--- config.mk ---
export PLATFORM = sky130hd
export DESIGN_NAME = seg_scan_display
export DESIGN_NICKNAME = d
export VERILOG_FILES = /design/src/rtl/seg_pkg.sv /design/src/rtl/seg_bin2bcd_seq.sv /design/src/rtl/seg_scan_display.sv
export SDC_FILE = /design/constraint.sdc
export NUM_CORES = 1
export LEC_CHECK = 0
export ABC_CLOCK_PERIOD_IN_PS = 7700
export CORE_ASPECT_RATIO = 1.5
export CORE_MARGIN = 2
export CORE_UTILIZATION = 30
export CTS_CLUSTER_DIAMETER = 40
export DETAILED_ROUTE_END_ITERATION = 8
export SLEW_MARGIN = 20
export SYNTH_ARGS = -nofsm -noshare
export SYNTH_HDL_FRONTEND = slang
export SYNTH_HIERARCHICAL = 1
export SYNTH_SLANG_ARGS = --single-unit
--- constraint.sdc ---
create_clock -name i_clk -period 7.7 [get_ports i_clk]
set_clock_uncertainty 0.1 [all_clocks]
set_input_delay 1.155 -clock i_clk [delete_from_list [all_inputs] [get_ports i_clk]]
set_output_delay 1.155 -clock i_clk [all_outputs]
set_load 0.1 [all_outputs]
--- src/rtl/seg_pkg.sv ---
// Shared definitions for the multiplexed 7-segment display driver:
// digit code type, segment font and BCD digit-count helper.
package seg_pkg;

    // Digit codes held in the display register; 0-F map to hex glyphs.
    typedef enum logic [4:0] {
        CODE_0     = 5'd0,
        CODE_1     = 5'd1,
        CODE_2     = 5'd2,
        CODE_3     = 5'd3,
        CODE_4     = 5'd4,
        CODE_5     = 5'd5,
        CODE_6     = 5'd6,
        CODE_7     = 5'd7,
        CODE_8     = 5'd8,
        CODE_9     = 5'd9,
        CODE_A     = 5'd10,
        CODE_B     = 5'd11,
        CODE_C     = 5'd12,
        CODE_D     = 5'd13,
        CODE_E     = 5'd14,
        CODE_F     = 5'd15,
        CODE_DASH  = 5'd16,
        CODE_BLANK = 5'd17
    } digit_code_t;

    // Active-high glyphs, bit order {g,f,e,d,c,b,a}.
    localparam logic [6:0] FONT_0     = 7'h3F;
    localparam logic [6:0] FONT_1     = 7'h06;
    localparam logic [6:0] FONT_2     = 7'h5B;
    localparam logic [6:0] FONT_3     = 7'h4F;
    localparam logic [6:0] FONT_4     = 7'h66;
    localparam logic [6:0] FONT_5     = 7'h6D;
    localparam logic [6:0] FONT_6     = 7'h7D;
    localparam logic [6:0] FONT_7     = 7'h07;
    localparam logic [6:0] FONT_8     = 7'h7F;
    localparam logic [6:0] FONT_9     = 7'h6F;
    localparam logic [6:0] FONT_A     = 7'h77;
    localparam logic [6:0] FONT_B     = 7'h7C;
    localparam logic [6:0] FONT_C     = 7'h39;
    localparam logic [6:0] FONT_D     = 7'h5E;
    localparam logic [6:0] FONT_E     = 7'h79;
    localparam logic [6:0] FONT_F     = 7'h71;
    localparam logic [6:0] FONT_DASH  = 7'h40;
    localparam logic [6:0] FONT_BLANK = 7'h00;

    function automatic logic [6:0] seg_font(input digit_code_t code);
        logic [6:0] f;
        case (code)
            CODE_0:    f = FONT_0;
            CODE_1:    f = FONT_1;
            CODE_2:    f = FONT_2;
            CODE_3:    f = FONT_3;
            CODE_4:    f = FONT_4;
            CODE_5:    f = FONT_5;
            CODE_6:    f = FONT_6;
            CODE_7:    f = FONT_7;
            CODE_8:    f = FONT_8;
            CODE_9:    f = FONT_9;
            CODE_A:    f = FONT_A;
            CODE_B:    f = FONT_B;
            CODE_C:    f = FONT_C;
            CODE_D:    f = FONT_D;
            CODE_E:    f = FONT_E;
            CODE_F:    f = FONT_F;
            CODE_DASH: f = FONT_DASH;
            default:   f = FONT_BLANK;
        endcase
        return f;
    endfunction

    // Number of BCD digits needed to hold any value of width w.
    function automatic int unsigned seg_nbcd(input int unsigned w);
        return (w * 301) / 1000 + 1;
    endfunction

endpackage

--- src/rtl/seg_bin2bcd_seq.sv ---
// Sequential double-dabble binary-to-BCD converter, one add-3/shift step
// per cycle. o_busy is high for exactly VAL_W cycles after i_start;
// o_done pulses in the following cycle with o_bcd holding the result.
module seg_bin2bcd_seq
    import seg_pkg::*;
#(
    parameter int unsigned VAL_W = 32,
    parameter int unsigned NBCD  = seg_nbcd(VAL_W)
) (
    input  logic                i_clk,
    input  logic                i_rst_n,
    input  logic                i_start,
    input  logic [VAL_W-1:0]    i_bin,
    output logic                o_busy,
    output logic                o_done,
    output logic [4*NBCD-1:0]   o_bcd
);

    localparam int unsigned CW = $clog2(VAL_W);

    typedef enum logic {
        ST_IDLE,
        ST_BUSY
    } state_t;

    state_t              r_state;
    logic [CW-1:0]       r_cnt;
    logic [VAL_W-1:0]    r_shift;
    logic [4*NBCD-1:0]   r_bcd;
    logic                r_busy;
    logic                r_done;
    logic [4*NBCD-1:0]   w_adj;
    logic [4*NBCD:0]     w_step;

    // Add 3 to every BCD digit >= 5, then shift in the next binary bit.
    always_comb begin
        w_adj = '0;
        for (int unsigned i = 0; i < NBCD; i++) begin
            if (r_bcd[4*i +: 4] >= 4'd5) begin
                w_adj[4*i +: 4] = r_bcd[4*i +: 4] + 4'd3;
            end else begin
                w_adj[4*i +: 4] = r_bcd[4*i +: 4];
            end
        end
        w_step = {w_adj, r_shift[VAL_W-1]};
    end

    // Conversion FSM with registered busy/done outputs.
    always_ff @(posedge i_clk or negedge i_rst_n) begin
        if (!i_rst_n) begin
            r_state <= ST_IDLE;
            r_cnt   <= '0;
            r_shift <= '0;
            r_bcd   <= '0;
            r_busy  <= 1'b0;
            r_done  <= 1'b0;
        end else begin
            r_done <= 1'b0;
            case (r_state)
                ST_IDLE: begin
                    if (i_start) begin
                        r_shift <= i_bin;
                        r_bcd   <= '0;
                        r_cnt   <= '0;
                        r_busy  <= 1'b1;
                        r_state <= ST_BUSY;
                    end
                end
                ST_BUSY: begin
                    r_shift <= r_shift << 1;
                    r_bcd   <= w_step[4*NBCD-1:0];
                    r_cnt   <= r_cnt + 1'b1;
                    if (r_cnt == CW'(VAL_W - 1)) begin
                        r_busy  <= 1'b0;
                        r_done  <= 1'b1;
                        r_state <= ST_IDLE;
                    end
                end
                default: r_state <= ST_IDLE;
            endcase
        end
    end

    assign o_busy = r_busy;
    assign o_done = r_done;
    assign o_bcd  = r_bcd;

endmodule

--- src/rtl/seg_scan_display.sv ---
// Multiplexed 7-segment display driver: captures a value in hex or decimal,
// holds it in a display register and scans DIGITS select lines with
// ghost-blanking gaps. Optional build macro LZ_BLANK_EN enables
// leading-zero blanking in decimal mode.
module seg_scan_display
    import seg_pkg::*;
#(
    parameter int unsigned DIGITS      = 8,
    parameter int unsigned VAL_W       = 32,
    parameter int unsigned SCAN_DIV    = 50000,
    parameter int unsigned BLANK_CYC   = 2,
    parameter int unsigned SEG_ACT_LOW = 1,
    parameter int unsigned SEL_ACT_LOW = 1
) (
    input  logic              i_clk,
    input  logic              i_rst_n,
    input  logic [VAL_W-1:0]  i_value,
    input  logic              i_load,
    input  logic              i_hex,
    input  logic [DIGITS-1:0] i_dp,
    output logic              o_busy,
    output logic [6:0]        o_num,
    output logic              o_dp,
    output logic [DIGITS-1:0] o_sel
);

    localparam int unsigned NBCD  = seg_nbcd(VAL_W);
    localparam int unsigned IDX_W = (DIGITS > 1) ? $clog2(DIGITS) : 1;
    localparam int unsigned PS_W  = $clog2(SCAN_DIV);

    localparam logic [6:0]        SEG_OFF = (SEG_ACT_LOW != 0) ? 7'h7F : 7'h00;
    localparam logic              DP_OFF  = (SEG_ACT_LOW != 0);
    localparam logic [DIGITS-1:0] SEL_OFF = (SEL_ACT_LOW != 0) ? '1 : '0;
    localparam logic [DIGITS-1:0] SEL_ONE = 1;

    // Load / pending state
    logic                r_pend_vld;
    logic [VAL_W-1:0]    r_pend_value;
    logic                r_pend_hex;
    logic [DIGITS-1:0]   r_pend_dp;
    logic [DIGITS-1:0]   r_cv_dp;

    // Display register
    digit_code_t         r_disp [DIGITS];
    logic [DIGITS-1:0]   r_disp_dp;

    // Scan and output registers
    logic [PS_W-1:0]     r_presc;
    logic [IDX_W-1:0]    r_idx;
    logic [DIGITS-1:0]   r_sel;
    logic [6:0]          r_num;
    logic                r_dp;

    logic                w_cv_busy;
    logic                w_cv_done;
    logic [4*NBCD-1:0]   w_cv_bcd;
    logic [VAL_W-1:0]    w_src_value;
    logic                w_src_hex;
    logic [DIGITS-1:0]   w_src_dp;
    logic                w_accept;
    logic                w_to_pend;
    logic [4*DIGITS-1:0] w_hex;
    logic [4*DIGITS-1:0] w_bcd_low;
    logic                w_ovf;
    digit_code_t         w_hex_code [DIGITS];
    digit_code_t         w_dec_raw  [DIGITS];
    digit_code_t         w_dec_code [DIGITS];
    logic [PS_W-1:0]     w_presc_nxt;
    logic [IDX_W-1:0]    w_idx_nxt;

    // A waiting pending load takes the place of i_load once the converter is idle.
    assign w_src_value = r_pend_vld ? r_pend_value : i_value;
    assign w_src_hex   = r_pend_vld ? r_pend_hex   : i_hex;
    assign w_src_dp    = r_pend_vld ? r_pend_dp    : i_dp;
    assign w_accept    = !w_cv_busy && (r_pend_vld || i_load);
    assign w_to_pend   = i_load && (w_cv_busy || r_pend_vld);

    seg_bin2bcd_seq #(
        .VAL_W (VAL_W),
        .NBCD  (NBCD)
    ) u_bin2bcd (
        .i_clk   (i_clk),
        .i_rst_n (i_rst_n),
        .i_start (w_accept && !w_src_hex),
        .i_bin   (w_src_value),
        .o_busy  (w_cv_busy),
        .o_done  (w_cv_done),
        .o_bcd   (w_cv_bcd)
    );

    if (VAL_W >= 4*DIGITS) begin : g_hex_trunc
        assign w_hex = w_src_value[4*DIGITS-1:0];
    end else begin : g_hex_ext
        assign w_hex = {{(4*DIGITS-VAL_W){1'b0}}, w_src_value};
    end

    if (NBCD > DIGITS) begin : g_bcd_ovf
        assign w_bcd_low = w_cv_bcd[4*DIGITS-1:0];
        assign w_ovf     = |w_cv_bcd[4*NBCD-1:4*DIGITS];
    end else if (NBCD == DIGITS) begin : g_bcd_exact
        assign w_bcd_low = w_cv_bcd;
        assign w_ovf     = 1'b0;
    end else begin : g_bcd_ext
        assign w_bcd_low = {{(4*(DIGITS-NBCD)){1'b0}}, w_cv_bcd};
        assign w_ovf     = 1'b0;
    end

    // Digit codes for a hex load and for a finished decimal conversion.
    always_comb begin
        for (int unsigned i = 0; i < DIGITS; i++) begin
            w_hex_code[i] = digit_code_t'({1'b0, w_hex[4*i +: 4]});
            w_dec_raw[i]  = w_ovf ? CODE_DASH
                                  : digit_code_t'({1'b0, w_bcd_low[4*i +: 4]});
        end
    end

    // Leading-zero blanking, walking from the leftmost digit down.
    always_comb begin
`ifdef LZ_BLANK_EN
        logic        v_keep;
        int unsigned v_i;
        v_keep = 1'b0;
        v_i    = 0;
        for (int unsigned k = 0; k < DIGITS; k++) begin
            v_i = DIGITS - 1 - k;
            v_keep = v_keep || (w_dec_raw[v_i] != CODE_0) || r_cv_dp[v_i] || (v_i == 0);
            w_dec_code[v_i] = v_keep ? w_dec_raw[v_i] : CODE_BLANK;
        end
`else
        for (int unsigned i = 0; i < DIGITS; i++) begin
            w_dec_code[i] = w_dec_raw[i];
        end
`endif
    end

    // Load acceptance, pending slot and atomic display register update.
    // A hex accept in the completion cycle is the later load, so it is written last.
    always_ff @(posedge i_clk or negedge i_rst_n) begin
        if (!i_rst_n) begin
            r_pend_vld   <= 1'b0;
            r_pend_value <= '0;
            r_pend_hex   <= 1'b0;
            r_pend_dp    <= '0;
            r_cv_dp      <= '0;
            r_disp_dp    <= '0;
            for (int unsigned i = 0; i < DIGITS; i++) begin
                r_disp[i] <= CODE_0;
            end
        end else begin
            if (w_cv_done) begin
                r_disp_dp <= r_cv_dp;
                for (int unsigned i = 0; i < DIGITS; i++) begin
                    r_disp[i] <= w_dec_code[i];
                end
            end
            if (w_accept) begin
                if (w_src_hex) begin
                    r_disp_dp <= w_src_dp;
                    for (int unsigned i = 0; i < DIGITS; i++) begin
                        r_disp[i] <= w_hex_code[i];
                    end
                end else begin
                    r_cv_dp <= w_src_dp;
                end
            end
            if (w_to_pend) begin
                r_pend_vld   <= 1'b1;
                r_pend_value <= i_value;
                r_pend_hex   <= i_hex;
                r_pend_dp    <= i_dp;
            end else if (w_accept && r_pend_vld) begin
                r_pend_vld <= 1'b0;
            end
        end
    end

    // Next prescaler / digit index.
    always_comb begin
        w_presc_nxt = r_presc + 1'b1;
        w_idx_nxt   = r_idx;
        if (r_presc == PS_W'(SCAN_DIV - 1)) begin
            w_presc_nxt = '0;
            w_idx_nxt   = (r_idx == IDX_W'(DIGITS - 1)) ? '0 : r_idx + 1'b1;
        end
    end

    // Scan counters and outputs; outputs are derived from the next counter
    // values so select and segments always change on the same edge.
    always_ff @(posedge i_clk or negedge i_rst_n) begin
        if (!i_rst_n) begin
            r_presc <= '0;
            r_idx   <= '0;
            r_sel   <= SEL_OFF;
            r_num   <= SEG_OFF;
            r_dp    <= DP_OFF;
        end else begin
            r_presc <= w_presc_nxt;
            r_idx   <= w_idx_nxt;
            r_num   <= seg_font(r_disp[w_idx_nxt]) ^ SEG_OFF;
            r_dp    <= r_disp_dp[w_idx_nxt] ^ DP_OFF;
            if (w_presc_nxt < PS_W'(BLANK_CYC)) begin
                r_sel <= SEL_OFF;
            end else begin
                r_sel <= SEL_OFF ^ (SEL_ONE << w_idx_nxt);
            end
        end
    end

    assign o_busy = w_cv_busy;
    assign o_num  = r_num;
    assign o_dp   = r_dp;
    assign o_sel  = r_sel;

endmodule

==> results.json <==
{
  "fmax_mhz": 237,
  "drc": 0,
  "status": "finished clean",
  "crit_path_max_fanout": 11,
  "hp-class": "reg -> reg",
  "irDropWorstVdd_v": 0.000215,
  "postRouteAntennaNets": 0,
  "die_h_um": 243,
  "area_growth_pct": 15.5,
  "core_area_sq_mm": 0.0376,
  "endpoint_kind": "flip-flop",
  "multi_input_area_sq_mm": 0.00555,
  "synthesis.area_sq_mm": 0.0114,
  "cp-start-kind": "flip-flop",
  "dp_hpwl_mm": 17.9,
  "maxCapViolCount": 0,
  "antenna_found_initial": 0,
  "first_pass_iters": 4,
  "crit_slowest_cell": "or4_1",
  "critical_path_class": "reg -> reg",
  "synth_top_area_share_pct": 43.2,
  "slew_headroom_pct": 30.0,
  "cts_hold_buf": 0,
  "clock_sinks": 213,
  "p_per_area_mw_per_mm2": 280,
  "yosysUniqueCellTypes": 76,
  "grt_max_degree": 114,
  "numCtsBuffers": 25,
  "postSynthAreaPerCell_sq_um": 10.5,
  "holdPathEnd": "u_bin2bcd/r_cnt[3]$_DFFE_PN0P_",
  "ys_async_sr_fraction_pct": 100,
  "cts-root-buf": "clkbuf_16",
  "final-seq-area_sq_mm": 0.00536,
  "timing.rr.end": "o_num[1]$_DFF_PN1_",
  "totalPowerFinal_mw": 3.69,
  "worstReg2RegStart": "r_presc[4]$_DFF_PN0_",
  "placedInstanceArea_sq_mm": 0.0123,
  "arrival_ns": 4.58,
  "fin_tns_setup_ns": 0,
  "synth-seq-cells": 213,
  "dp_slack_ns": 3.46,
  "synth.net_count": 1164,
  "start_util_pct": 30.4,
  "synth_edf_count": 0,
  "holdWs_ns": 0.369,
  "clockBufferDepth": 3,
  "io_pins": 61,
  "n_fill_cell": 3788,
  "cpPeakStageDelay_ns": 0.61,
  "ys.flop_type": "dfrtp_1",
  "grt_use_total_pct": 13.6,
  "grt_pass1_vias": 8360,
  "fp.dieW_um": 163,
  "grt-ovfl-total": 0,
  "crit_chain": "or4_4, or4_1, mux2i_2, inv_2, o221ai_1, o22ai_1, nor2_1, inv_1, ha_1, mux2_1, o21ai_1",
  "leakage_nw": 5.38,
  "tightest_slew_ns": 1.05,
  "clock_latency_ns": 0.53,
  "post_cts_resized": 0,
  "synthCells": 1088,
  "place_congestion": 0.829,
  "yosys_warnings": 6,
  "clk_pin_slew_ns": 0.06,
  "rsz0062_at_grt": "no",
  "dr_total_vias": 8240,
  "final_cell_area_sq_mm": 0.0132,
  "fin_crit_sh_pct": 54.8,
  "nets": 1190,
  "vias_per_cell": 5.08,
  "fin_crit_ns": 4.22,
  "finalSetupViolCount": 0,
  "yosys-top-cells-area": "dfrtp_1 (43%), mux2_2 (7.4%), mux2i_1 (5.3%)",
  "hold_violations": 0,
  "htreeDepth": 1,
  "reg2reg_depth": 11,
  "wl_mm": 26.5,
  "yosys-top-cells-count": "dfrtp_1 (197), nand2_1 (94), o21ai_0 (80)",
  "synth_area_leader_cell": "dfrtp_1",
  "std_cell_rows": 87,
  "cts_setup_buffers": 0,
  "min_delay_path_depth": 1,
  "final-max-slew-violation-count": 0,
  "synth.most_common_cell": "dfrtp_1",
  "grt_pass1_wl_mm": 44.4,
  "hold_path_startpoint": "u_bin2bcd/r_cnt[3]$_DFFE_PN0P_",
  "wl_per_cell_um": 16.3,
  "cts_tree": "yes",
  "io_buffers": 60,
  "critical_path_required_ns": 8.06,
  "r2r_slack_ns": 3.48,
  "fin_ws_ns": 3.48,
  "die_area_sq_mm": 0.0397,
  "seq_area_frac_synth_pct": 46.9,
  "drive_gt1_share_pct": 16.8,
  "drt_iter0_markers": 468,
  "num_antenna_cells": 0
}
==> worst max-delay path by stage <==
| stage | slack (ns) | startpoint | endpoint | cells past startpoint |
|---|---|---|---|---|
| after global placement | 3.49 | r_presc[4]$_DFF_PN0_ | o_num[1]$_DFF_PN1_ | 11 |
| after CTS | 3.44 | r_presc[4]$_DFF_PN0_ | o_num[1]$_DFF_PN1_ | 11 |
| after detailed placement | 3.46 | r_presc[4]$_DFF_PN0_ | o_num[1]$_DFF_PN1_ | 11 |
| after floorplan | 3.95 | r_presc[4]$_DFF_PN0_ | o_num[1]$_DFF_PN1_ | 12 |
| final | 3.48 | r_presc[4]$_DFF_PN0_ | o_num[1]$_DFF_PN1_ | 11 |
| after global routing | 3.16 | r_presc[4]$_DFF_PN0_ | o_num[1]$_DFF_PN1_ | 11 |
==> sequential cells by signal (all words and copies together) (netlist names), 7 cells and up <==
signal	count
r_pend_value	32
u_bin2bcd/r_shift	32
o_sel	8
r_disp_dp	8
r_cv_dp	8
o_num	7
r_disp	40
r_presc	16
u_bin2bcd/o_bcd	40
r_pend_dp	8
==> cells in the final DEF, fill, tap and decap left out, drive strengths merged, types with 12 or more instances in the layout <==
cell type | synthesis | final
dfrtp | 197 | 197
dfstp | 16 | 16
clkbuf | 38 | 33
and3 | 13 | 13
nor2 | 46 | 46
inv | 32 | 37
nor3b | 12 | 12
a21oi | 68 | 68
o22ai | 15 | 15
ha | 32 | 32
nor2b | 49 | 49
nand3 | 30 | 30
nand2 | 96 | 96
nor3 | 12 | 12
clkdlybuf4s50 | 0 | 59
mux2 | 77 | 77
nand2b | 12 | 12
mux2i | 62 | 62
a211oi | 15 | 15
o21ai | 89 | 89
==> final cells by class <==
type	count	share of cell area, %
inverters	32	0.930
clock inverters	13	0.987
clock buffers	32	5.58
multi-input cells	772	42.1
repair buffers	70	5.15
well taps	489	4.64
flip-flops and latches	213	40.6
==> worst max-delay path: cells and delay by family, from the launching register on <==
kind / cells / cell delay [ns]
and+or+nand+nor: 3 / 1.54
muxes: 2 / 0.90
DFF: 1 / 0.46
buffers and inverters: 2 / 0.41
AOI/OAI and AO/OA: 3 / 0.39
adders and majority gates: 1 / 0.32
==> cell families (layout without fill, tap and decap cells) <==
logic type | after synthesis | in the layout | synth area share, %
simple gates | 320 | 320 | 15.0
buf+inv | 103 | 147 | 4.83
flops | 213 | 213 | 46.9
compound gates | 265 | 265 | 15.4
fa+ha+maj | 32 | 32 | 3.51
xor+xnor | 16 | 16 | 1.23
mux | 139 | 139 | 13.1
==> per-layer routing <==
layer	vias to the layer above	GRT usage, %	routed length [um]
met4	0	5.39	913
met2	126	24.6	13800
met1	4090	16.2	11000
met3	37	1.64	811
met5	-	0	0
li1	3987	-	-
==> per-stage QoR <==
| step | utilization (%) | std cells |
|---|---|---|
| CTS | 35.1 | 1621 |
| finish | 35.1 | 1621 |
| global placement | 32.8 | 1576 |
| floorplan | - | 1088 |
| detailed placement | 32.8 | 1576 |
| global route | 35.1 | 1621 |
==> where the power goes <==
group / switching, mW / total, mW / internal (mW)
logic: 0.464 / 0.867 / 0.403
clock network: 0.503 / 1.22 / 0.721
registers: 0.259 / 1.60 / 1.34
total: 1.23 / 3.69 / 2.46
No activity file was read; power rests on OpenSTA's default activity.
